## src/rtl/seq_scan_arbiter_pkg.sv

```systemverilog
// Shared definitions for the serial pattern-detector family.
// Contents:
//   state_t      - arbiter FSM state encoding (IDLE / SHIFT / RESP)
//   DEF_PAT_W    - default pattern length in bits
//   DEF_PATTERN  - default pattern, MSB is the first bit in time
package seq_scan_arbiter_pkg;

    typedef enum logic [1:0] {
        ST_IDLE  = 2'd0,
        ST_SHIFT = 2'd1,
        ST_RESP  = 2'd2
    } state_t;

    localparam int                     DEF_PAT_W   = 4;
    localparam logic [DEF_PAT_W-1:0]   DEF_PATTERN = 4'b1101;

endpackage

```

## src/rtl/seq_scan_arbiter_match.sv

```systemverilog
// pat_match_engine: shift-history Mealy matcher, overlapping detection.
// Ports:
//   clk    in  1  clock
//   rst    in  1  synchronous active-high reset, clears history
//   clr    in  1  synchronous history clear (start of a new word)
//   en     in  1  shift din into the history this cycle
//   din    in  1  serial input bit
//   match  out 1  combinational: {history, din} equals PATTERN
module pat_match_engine
    import seq_scan_arbiter_pkg::*;
#(
    parameter int               PAT_W   = DEF_PAT_W,
    parameter logic [PAT_W-1:0] PATTERN = PAT_W'(DEF_PATTERN)
) (
    input  logic clk,
    input  logic rst,
    input  logic clr,
    input  logic en,
    input  logic din,
    output logic match
);

    logic [PAT_W-2:0] hist;
    logic [PAT_W-1:0] window;

    // The window always includes the bit being fed, so a match is reported
    // in the same cycle as its last bit.
    assign window = {hist, din};
    assign match  = (window == PATTERN);

    always_ff @(posedge clk) begin
        if (rst || clr) begin
            hist <= '0;
        end else if (en) begin
            hist <= window[PAT_W-2:0];
        end
    end

endmodule

```

## src/rtl/seq_scan_arbiter.sv

```systemverilog
// seq_scan_arbiter: round-robin sharing of one serial pattern matcher
// among NREQ word-level requesters.
// Ports:
//   clk        in  1            clock
//   rst        in  1            synchronous active-high reset
//   req_valid  in  NREQ         per-requester word valid
//   req_data   in  NREQ*WORD_W  word i in bits [i*WORD_W +: WORD_W]
//   req_ready  out NREQ         one-hot accept (only in IDLE)
//   rsp_valid  out 1            result available
//   rsp_id     out ID_W         requester index of the result
//   rsp_count  out CNT_W        matches found in the word
//   rsp_ready  in  1            consumer accepts the result
//
// state | meaning
// ------+---------------------------------------------------------
// IDLE  | offer req_ready to next valid requester from rr_ptr
// SHIFT | feed one word bit per cycle MSB-first into the matcher
// RESP  | hold result until rsp_ready, then advance rr_ptr
module seq_scan_arbiter
    import seq_scan_arbiter_pkg::*;
#(
    parameter int               NREQ    = 4,
    parameter int               WORD_W  = 16,
    parameter int               PAT_W   = DEF_PAT_W,
    parameter logic [PAT_W-1:0] PATTERN = PAT_W'(DEF_PATTERN),
    parameter int               ID_W    = $clog2(NREQ),
    parameter int               CNT_W   = $clog2(WORD_W + 1)
) (
    input  logic                     clk,
    input  logic                     rst,
    input  logic [NREQ-1:0]          req_valid,
    input  logic [NREQ*WORD_W-1:0]   req_data,
    output logic [NREQ-1:0]          req_ready,
    output logic                     rsp_valid,
    output logic [ID_W-1:0]          rsp_id,
    output logic [CNT_W-1:0]         rsp_count,
    input  logic                     rsp_ready
);

    state_t            state, state_nxt;
    logic [ID_W-1:0]   rr_ptr;
    logic [ID_W-1:0]   grant_id;
    logic [ID_W-1:0]   grant_sel;
    logic [ID_W-1:0]   idx;
    logic              grant_any;
    logic [WORD_W-1:0] shreg;
    logic [CNT_W-1:0]  bit_cnt;
    logic [CNT_W-1:0]  match_cnt;
    logic              accept;
    logic              shift_en;
    logic              rsp_hs;
    logic              eng_match;

    // Scan downward in offset so the lowest offset from rr_ptr is the last
    // (and therefore winning) assignment.
    always_comb begin
        grant_sel = '0;
        grant_any = 1'b0;
        idx       = '0;
        for (int k = NREQ - 1; k >= 0; k--) begin
            idx = ID_W'((int'(rr_ptr) + k) % NREQ);
            if (req_valid[idx]) begin
                grant_any = 1'b1;
                grant_sel = idx;
            end
        end
    end

    always_ff @(posedge clk) begin
        if (rst) begin
            state <= ST_IDLE;
        end else begin
            state <= state_nxt;
        end
    end

    always_comb begin
        state_nxt = state;
        req_ready = '0;
        accept    = 1'b0;
        shift_en  = 1'b0;
        rsp_hs    = 1'b0;
        case (state)
            ST_IDLE: begin
                // Ready is only offered to a valid requester, so offering it
                // is the handshake. Held off during reset.
                if (grant_any && !rst) begin
                    req_ready[grant_sel] = 1'b1;
                    accept               = 1'b1;
                    state_nxt            = ST_SHIFT;
                end
            end
            ST_SHIFT: begin
                shift_en = 1'b1;
                if (bit_cnt == CNT_W'(WORD_W - 1)) begin
                    state_nxt = ST_RESP;
                end
            end
            ST_RESP: begin
                if (rsp_ready) begin
                    rsp_hs    = 1'b1;
                    state_nxt = ST_IDLE;
                end
            end
            default: state_nxt = ST_IDLE;
        endcase
    end

    always_ff @(posedge clk) begin
        if (rst) begin
            rr_ptr    <= '0;
            grant_id  <= '0;
            shreg     <= '0;
            bit_cnt   <= '0;
            match_cnt <= '0;
        end else begin
            if (accept) begin
                shreg     <= req_data[int'(grant_sel) * WORD_W +: WORD_W];
                grant_id  <= grant_sel;
                bit_cnt   <= '0;
                match_cnt <= '0;
            end
            if (shift_en) begin
                shreg     <= {shreg[WORD_W-2:0], 1'b0};
                bit_cnt   <= bit_cnt + 1'b1;
                match_cnt <= match_cnt + CNT_W'(eng_match);
            end
            if (rsp_hs) begin
                rr_ptr <= (grant_id == ID_W'(NREQ - 1)) ? '0 : grant_id + 1'b1;
            end
        end
    end

    pat_match_engine #(
        .PAT_W   (PAT_W),
        .PATTERN (PATTERN)
    ) u_engine (
        .clk   (clk),
        .rst   (rst),
        .clr   (accept),
        .en    (shift_en),
        .din   (shreg[WORD_W-1]),
        .match (eng_match)
    );

    assign rsp_valid = (state == ST_RESP);
    assign rsp_id    = grant_id;
    assign rsp_count = match_cnt;

endmodule

```

## config.mk

```make
export PLATFORM = sky130hd
export DESIGN_NAME = seq_scan_arbiter
export DESIGN_NICKNAME = d
export VERILOG_FILES = /design/src/rtl/seq_scan_arbiter_pkg.sv /design/src/rtl/seq_scan_arbiter_match.sv /design/src/rtl/seq_scan_arbiter.sv
export SDC_FILE = /design/constraint.sdc
export NUM_CORES = 1
export LEC_CHECK = 0
export ABC_AREA = 1
export BUFFER_PORTS_ARGS = -buffer_cell sky130_fd_sc_hd__buf_2
export CAP_MARGIN = 20
export CORE_ASPECT_RATIO = 1.25
export CORE_MARGIN = 5
export CORE_UTILIZATION = 45
export CTS_CLUSTER_SIZE = 24
export DETAILED_ROUTE_END_ITERATION = 16
export PLACE_DENSITY = 0.8
export SLEW_MARGIN = 20
export SYNTH_ARGS = -nofsm -noshare
export SYNTH_HDL_FRONTEND = slang
export SYNTH_SLANG_ARGS = --single-unit
```

## constraint.sdc

```tcl
create_clock -name clk -period 2.2 [get_ports clk]
set_input_delay 0 -clock clk [delete_from_list [all_inputs] [get_ports clk]]
set_output_delay 0 -clock clk [all_outputs]
set_load 0.01 [all_outputs]
```

Word level (Yosys, flattened, before mapping):

Cells that the tools add are included.

* flip-flop bits (word level): 35
* input bits: 71
* output and inout bits: 12
* logic and storage cells: 72

* add/subtract/negate cells: 6
* order comparisons: 6
* equal/unequal tests: 8
* shift operators: 1
* muxes and demuxes: 35
* reduce and logical (&&, ||, !) cells: 8

Operators by type and width (count)
* indexed part select 64 x 7 -> 16 bit: 1
* 2-to-1 mux 16 bit: 2
* 2-to-1 mux 2 bit: 8
* < comparator 2 x 3 -> 1 bit (second input constant): 5
* 2-to-1 mux 5 bit: 3
* 2-to-1 mux 1 bit: 14
* binary-select mux 1 bit (select 2 bit): 4
* 2-to-1 mux 4 bit: 2
* case mux 2 bit (3 select lines): 1
* adder 5 x 1 -> 5 bit: 1
* adder 5 x 1 -> 5 bit (second input constant): 1
* == test 5 x 4 -> 1 bit (second input constant): 1
* adder 2 x 1 -> 2 bit (second input constant): 2
* adder 2 bit (second input constant): 2
* == test 2 bit (second input constant): 2
* == test 4 bit (second input constant): 1
* != test 2 bit (second input constant): 2
* AND reduction 3 bit: 1
* demux 1 bit (select 2 bit): 1
* == test 2 x 1 -> 1 bit (second input constant): 1
* greater-or-equal comparator 2 x 1 -> 1 bit (second input constant): 1
* logical AND 1 bit: 2
* logical NOT 2 bit: 1
* != test 2 x 1 -> 1 bit (second input constant): 1
* other kinds (4): 4

Longest topological paths before layout:

* depth after elaboration: 13
* depth in mapped cells: 17
* mapped depth without buffers: 17

Cells and area by module:

From an unflattened synthesis, not the netlist that was laid out.

* cell total of the unflattened synthesis: 459
* area, all modules: 2650.0 sq um

Modules (own cells, without submodules)
* seq_scan_arbiter: instances 1, cells each 438, area an instance 2518.7 sq um, seq. area each 640.6 sq um
* pat_match_engine: instances 1, cells each 21, area an instance 131.4 sq um, seq. area each 60.1 sq um

Worst setup path before layout:

OpenSTA, ideal clock, no wires.

* kind: reg-to-reg
* start point: register rr_ptr[0]
* end point: register shreg[0]
* library setup time: 0.109 ns
* arrival: 1.521 ns
* data required time: 2.091 ns
* path slack: 0.570 ns
* cell stages (with the launch flop): 15
* path buffers: 1
* period minus slack after synthesis: 1.630 ns
* cell sequence: dfxtp_1 > inv_2 > nand2_1 > nand2_2 > nand2_2 > nand2_2 > nor2_1 > nor2_1 > nand2_2 > nand2_4 > buf_6 > o211ai_1 > nand3_1 > nand2_1 > inv_1

* cells in the longest elaborated chain, start to end: 10
* elaborated cells between the ends (all ways): 23
* classes of those cells: add/sub: 3; shift: 1; mux: 18; reduce/logical: 1

Ends and longest elaborated chain
* start: declaration: line seq_scan_arbiter.sv:41 `logic [ID_W-1:0] rr_ptr;`
* start signal: assignment: line seq_scan_arbiter.sv:129 `rr_ptr <= (grant_id == ID_W'(NREQ - 1)) ? '0 : grant_id + 1'b1;`
* branches (longest 10 deep; another with adder 2 bit)
* end signal: assignment: line seq_scan_arbiter.sv:118 `shreg <= req_data[int'(grant_sel) * WORD_W +: WORD_W];`
* end signal: assignment: line seq_scan_arbiter.sv:124 `shreg <= {shreg[WORD_W-2:0], 1'b0};`
* end: declaration: line seq_scan_arbiter.sv:46 `logic [WORD_W-1:0] shreg;`

Parallel ways; which one is timed is not known. The select of a mux whose other input is x is not followed.
A chain may end at the register's enable or synchronous reset.

Worst setup path in the final report:

* start point: register rr_ptr[0]
* end point: output req_ready[1]

* cells in the longest elaborated chain, start to end: 13
* elaborated cells between the ends (all ways): 27
* classes of those cells: add/sub: 3; order compare: 2; mux: 20; reduce/logical: 2

Ends and longest elaborated chain
* adder 2 bit: line seq_scan_arbiter.sv:61 `idx = ID_W'((int'(rr_ptr) + k) % NREQ);`
* binary-select mux 1 bit (select 2 bit): line seq_scan_arbiter.sv:62 `if (req_valid[idx]) begin`
* 2-to-1 mux 1 bit (implied by the code): line seq_scan_arbiter.sv:62
* 2-to-1 mux 2 bit (4 in series): line seq_scan_arbiter.sv:62
* < comparator 2 x 3 -> 1 bit (implied by the code) / greater-or-equal comparator 2 x 1 -> 1 bit (equally long branches): line seq_scan_arbiter.sv:88 `req_ready[grant_sel] = 1'b1;`
* logical AND 1 bit (implied by the code): line seq_scan_arbiter.sv:88
* 2-to-1 mux 1 bit (implied by the code): line seq_scan_arbiter.sv:88
* demux 1 bit (select 2 bit): line seq_scan_arbiter.sv:88
* 2-to-1 mux 4 bit *: line seq_scan_arbiter.sv:87 `if (grant_any && !rst) begin`
* 2-to-1 mux 4 bit *: line seq_scan_arbiter.sv:83 `case (state)`
* end: declaration: line seq_scan_arbiter.sv:33 `output logic [NREQ-1:0] req_ready,`

Mark *: on every way between the ends. The rest lies on a longest branch, timed or not. The select of a mux whose other input is x is not followed.

==> run_results.csv <==
group,metric,value,unit
critical_path,worstSetupPathType,"register to output port",
cts,clkTransAtPathRegs,80,ps
sta,rsz0062_at_grt,"true",
logic_synthesis,synth.most_common_cell,"nand2_1",
layout,layoutNonFillerInstCount,609,
placement,place_ws,200,ps
logic_synthesis,synth_common_cells,"153 x nand2_1, 94 x inv_1, 70 x nand3_1",
outcome,status,"finished clean",
logic_synthesis,syn_area_per_cell,5.73,µm²
placement,port_buffers,82,
layout,area_growth,20.9,%
logic_synthesis,async_flop_share,0,%
placement,dp_cells,598,
logic_synthesis,synth_top_area_share,26.3,%
placement,dp_hpwl,5070,µm
critical_path,startpoint,"rr_ptr[0]",
min_path,hold_end,"shreg[0]",
critical_path,required,2200,ps
flow_run,maxCapViolCount,0,
power,p_total,1.72,mW
global_route,grt_pass1_vias,2871,
sta,slew_headroom,67.0,%
logic_synthesis,synth_area_leaders,"dfxtp_1 26%, nand2_1 22%, inv_1 13%, nand3_1 13%, a21oi_1 4.7%",
floorplan,die_y,96.0,µm
sta,fmax,485,MHz
cts,cts_buffers,5,
global_route,grt_usage,18.4,%
global_route,grt_max_degree,35,
route,drc,0,
min_path,holdPathStages,5,
layout,drive_gt1_share,23.0,%
critical_path,start_kind,"register",
cts,h-tree-depth,2,
floorplan,coreArea,5780,µm²
logic_synthesis,synth_area,2660,µm²
route,via_per_inst,4.91,
min_path,hold_start,"req_data[48]",
logic_synthesis,synth_ff_type,"dfxtp_1",
logic_synthesis,synth_cells,465,
global_route,overflow,0,
critical_path,cp.arrival,2060,ps
sta,hold_violations,0,
cts,clockBufferDepth,2,
logic_synthesis,yosys.cell_types.count,28,
layout,n_antenna_cell,0,
layout,finalNetCount,618,
route,ant_nets,0,
floorplan,dieArea,7570,µm²
critical_path,cp-end-kind,"output port",
sta,period_share,93.6,%
logic_synthesis,ys_seq_elements,35,
logic_synthesis,synth_top_cell_by_area,"dfxtp_1",
cts,cts_tree,"done",
power,power.density,533,nW/µm²
route,drtPass1Iterations,4,
power,p_leak,1.81,nW
sta,layout_setup_ws,140,ps
critical_path,reg2reg_from,"rr_ptr[0]",
route,drt-initial-drc-count,104,
floorplan,initial_core_util,46.1,%
power,peakVddDrop,220,µV
min_path,hp-class,"primary input to register",
critical_path,crit_fanout,19,
logic_synthesis,synth-edff-count,0,
global_route,grt_pass1_wl,11600,µm
sta,slew_violations,0,
sta,worst-slew-pin-transition,495,ps
sta,setup_viol_count_final,0,
cts,root_buffer,"clkbuf_8",
route,wl_per_cell,11.0,µm
route,drt-total-wl,6670,µm
cts,clk_latency,290,ps
logic_synthesis,syn-num-nets,541,
placement,place.gp.congestion,0.874,
floorplan,die_w,78.8,µm
global_route,antenna_found_initial,0,
logic_synthesis,yosys_warnings,0,
critical_path,worst_r2r_path_depth,14,
floorplan,io-pin-count,83,
cts,cts.sinks,35,
critical_path,r2r_end,"shreg[4]",
sta,skew,9.72,ps
logic_synthesis,ys_seq_area_share,26.3,%
route,vias,2990,
sta,min_period,2060,ps
floorplan,num_rows,31,
critical_path,r2r_slack,230,ps
==> kinds of logic after synthesis <==
logic type / Yosys count / share of synthesized area, %
buffers and inverters: 122 / 19.5
flip-flops: 35 / 26.3
AO/OA/AOI/OAI: 45 / 9.49
AND/OR/NAND/NOR: 258 / 42.4
adder cells (fa/ha/maj): 5 / 2.35
==> through the flow <==
step	cell area, µm²	util [%]	hold WS (ps)	setup TNS, ps
after floorplan	2660	-	171	0
after global placement	3080	53.2	274	0
after detailed placement	3080	53.2	283	0
after CTS	3200	55.3	85.9	0
after global routing	3220	55.7	127	-5.79
final	3220	55.7	86.1	0
==> final cells by class <==
class / count / area [µm²]
Fill cell: 579 / 2560
Inverter: 101 / 388
Tap cell: 66 / 82.6
Timing Repair Buffer: 91 / 493
Multi-Input combinational cell: 308 / 1450
Sequential cell: 35 / 703
Clock buffer: 8 / 100
==> worst max path at each step <==
stage                   end  slack (ps)  cells after the start
2_1_floorplan      shreg[0]         570                     14
3_3_place_gp       shreg[4]         300                     14
3_5_place_dp       shreg[0]         200                     17
4_1_cts        req_ready[1]           8                     12
5_1_grt            shreg[4]          -6                     14
6_report       req_ready[1]         140                     12
==> what timing repair did <==
action                     in CTS  in global routing
setup endpoints to repair       3                 19
resized for setup               1                  5
hold buffers                    1                  0
buffers inserted                0                  2
hold endpoints to repair        1                  0
==> sequential cells by signal, summed over array words and instances (netlist names) <==
name,flops
rsp_id,2
state,2
bit_cnt,5
shreg,16
u_engine.hist,3
rr_ptr,2
rsp_count,5
==> placed cells by master (no fill, tap or decap), types with 5 or more instances in the layout <==
master,n
buf_4,7
nor3_1,7
a21oi_1,25
inv_2,5
clkbuf_8,7
nand2_1,153
o21ai_0,9
buf_2,82
nand3_1,70
inv_1,92
dfxtp_1,33
nand2_2,10
ha_1,5
nor2_1,13
==> worst max-delay path, stage by stage (launching register included) <==
cell	delay, ps
dfxtp_2	360
inv_4	110
nand2_1	90
nand3_1	130
nand2_2	90
nor2_1	150
nand3_2	110
nand3_4	110
clkinvlp_4	130
buf_12	160
nand2_1	120
nor2_1	60
buf_2	150
==> layer usage <==
metal	vias to the layer above	part of all wire [%]	GRT usage, %
met3	18	5.0	2.53
li1	1572	-	-
met2	93	49	32.8
met1	1307	43	22.1
met4	0	2.3	7.88
met5	-	0	0
==> where the power goes <==
group | internal (mW) | switching (mW) | total [mW]
Sequential | 0.679 | 0.0273 | 0.707
Clock | 0.286 | 0.229 | 0.514
Combinational | 0.193 | 0.303 | 0.496
No activity file was read; power rests on OpenSTA's default activity.
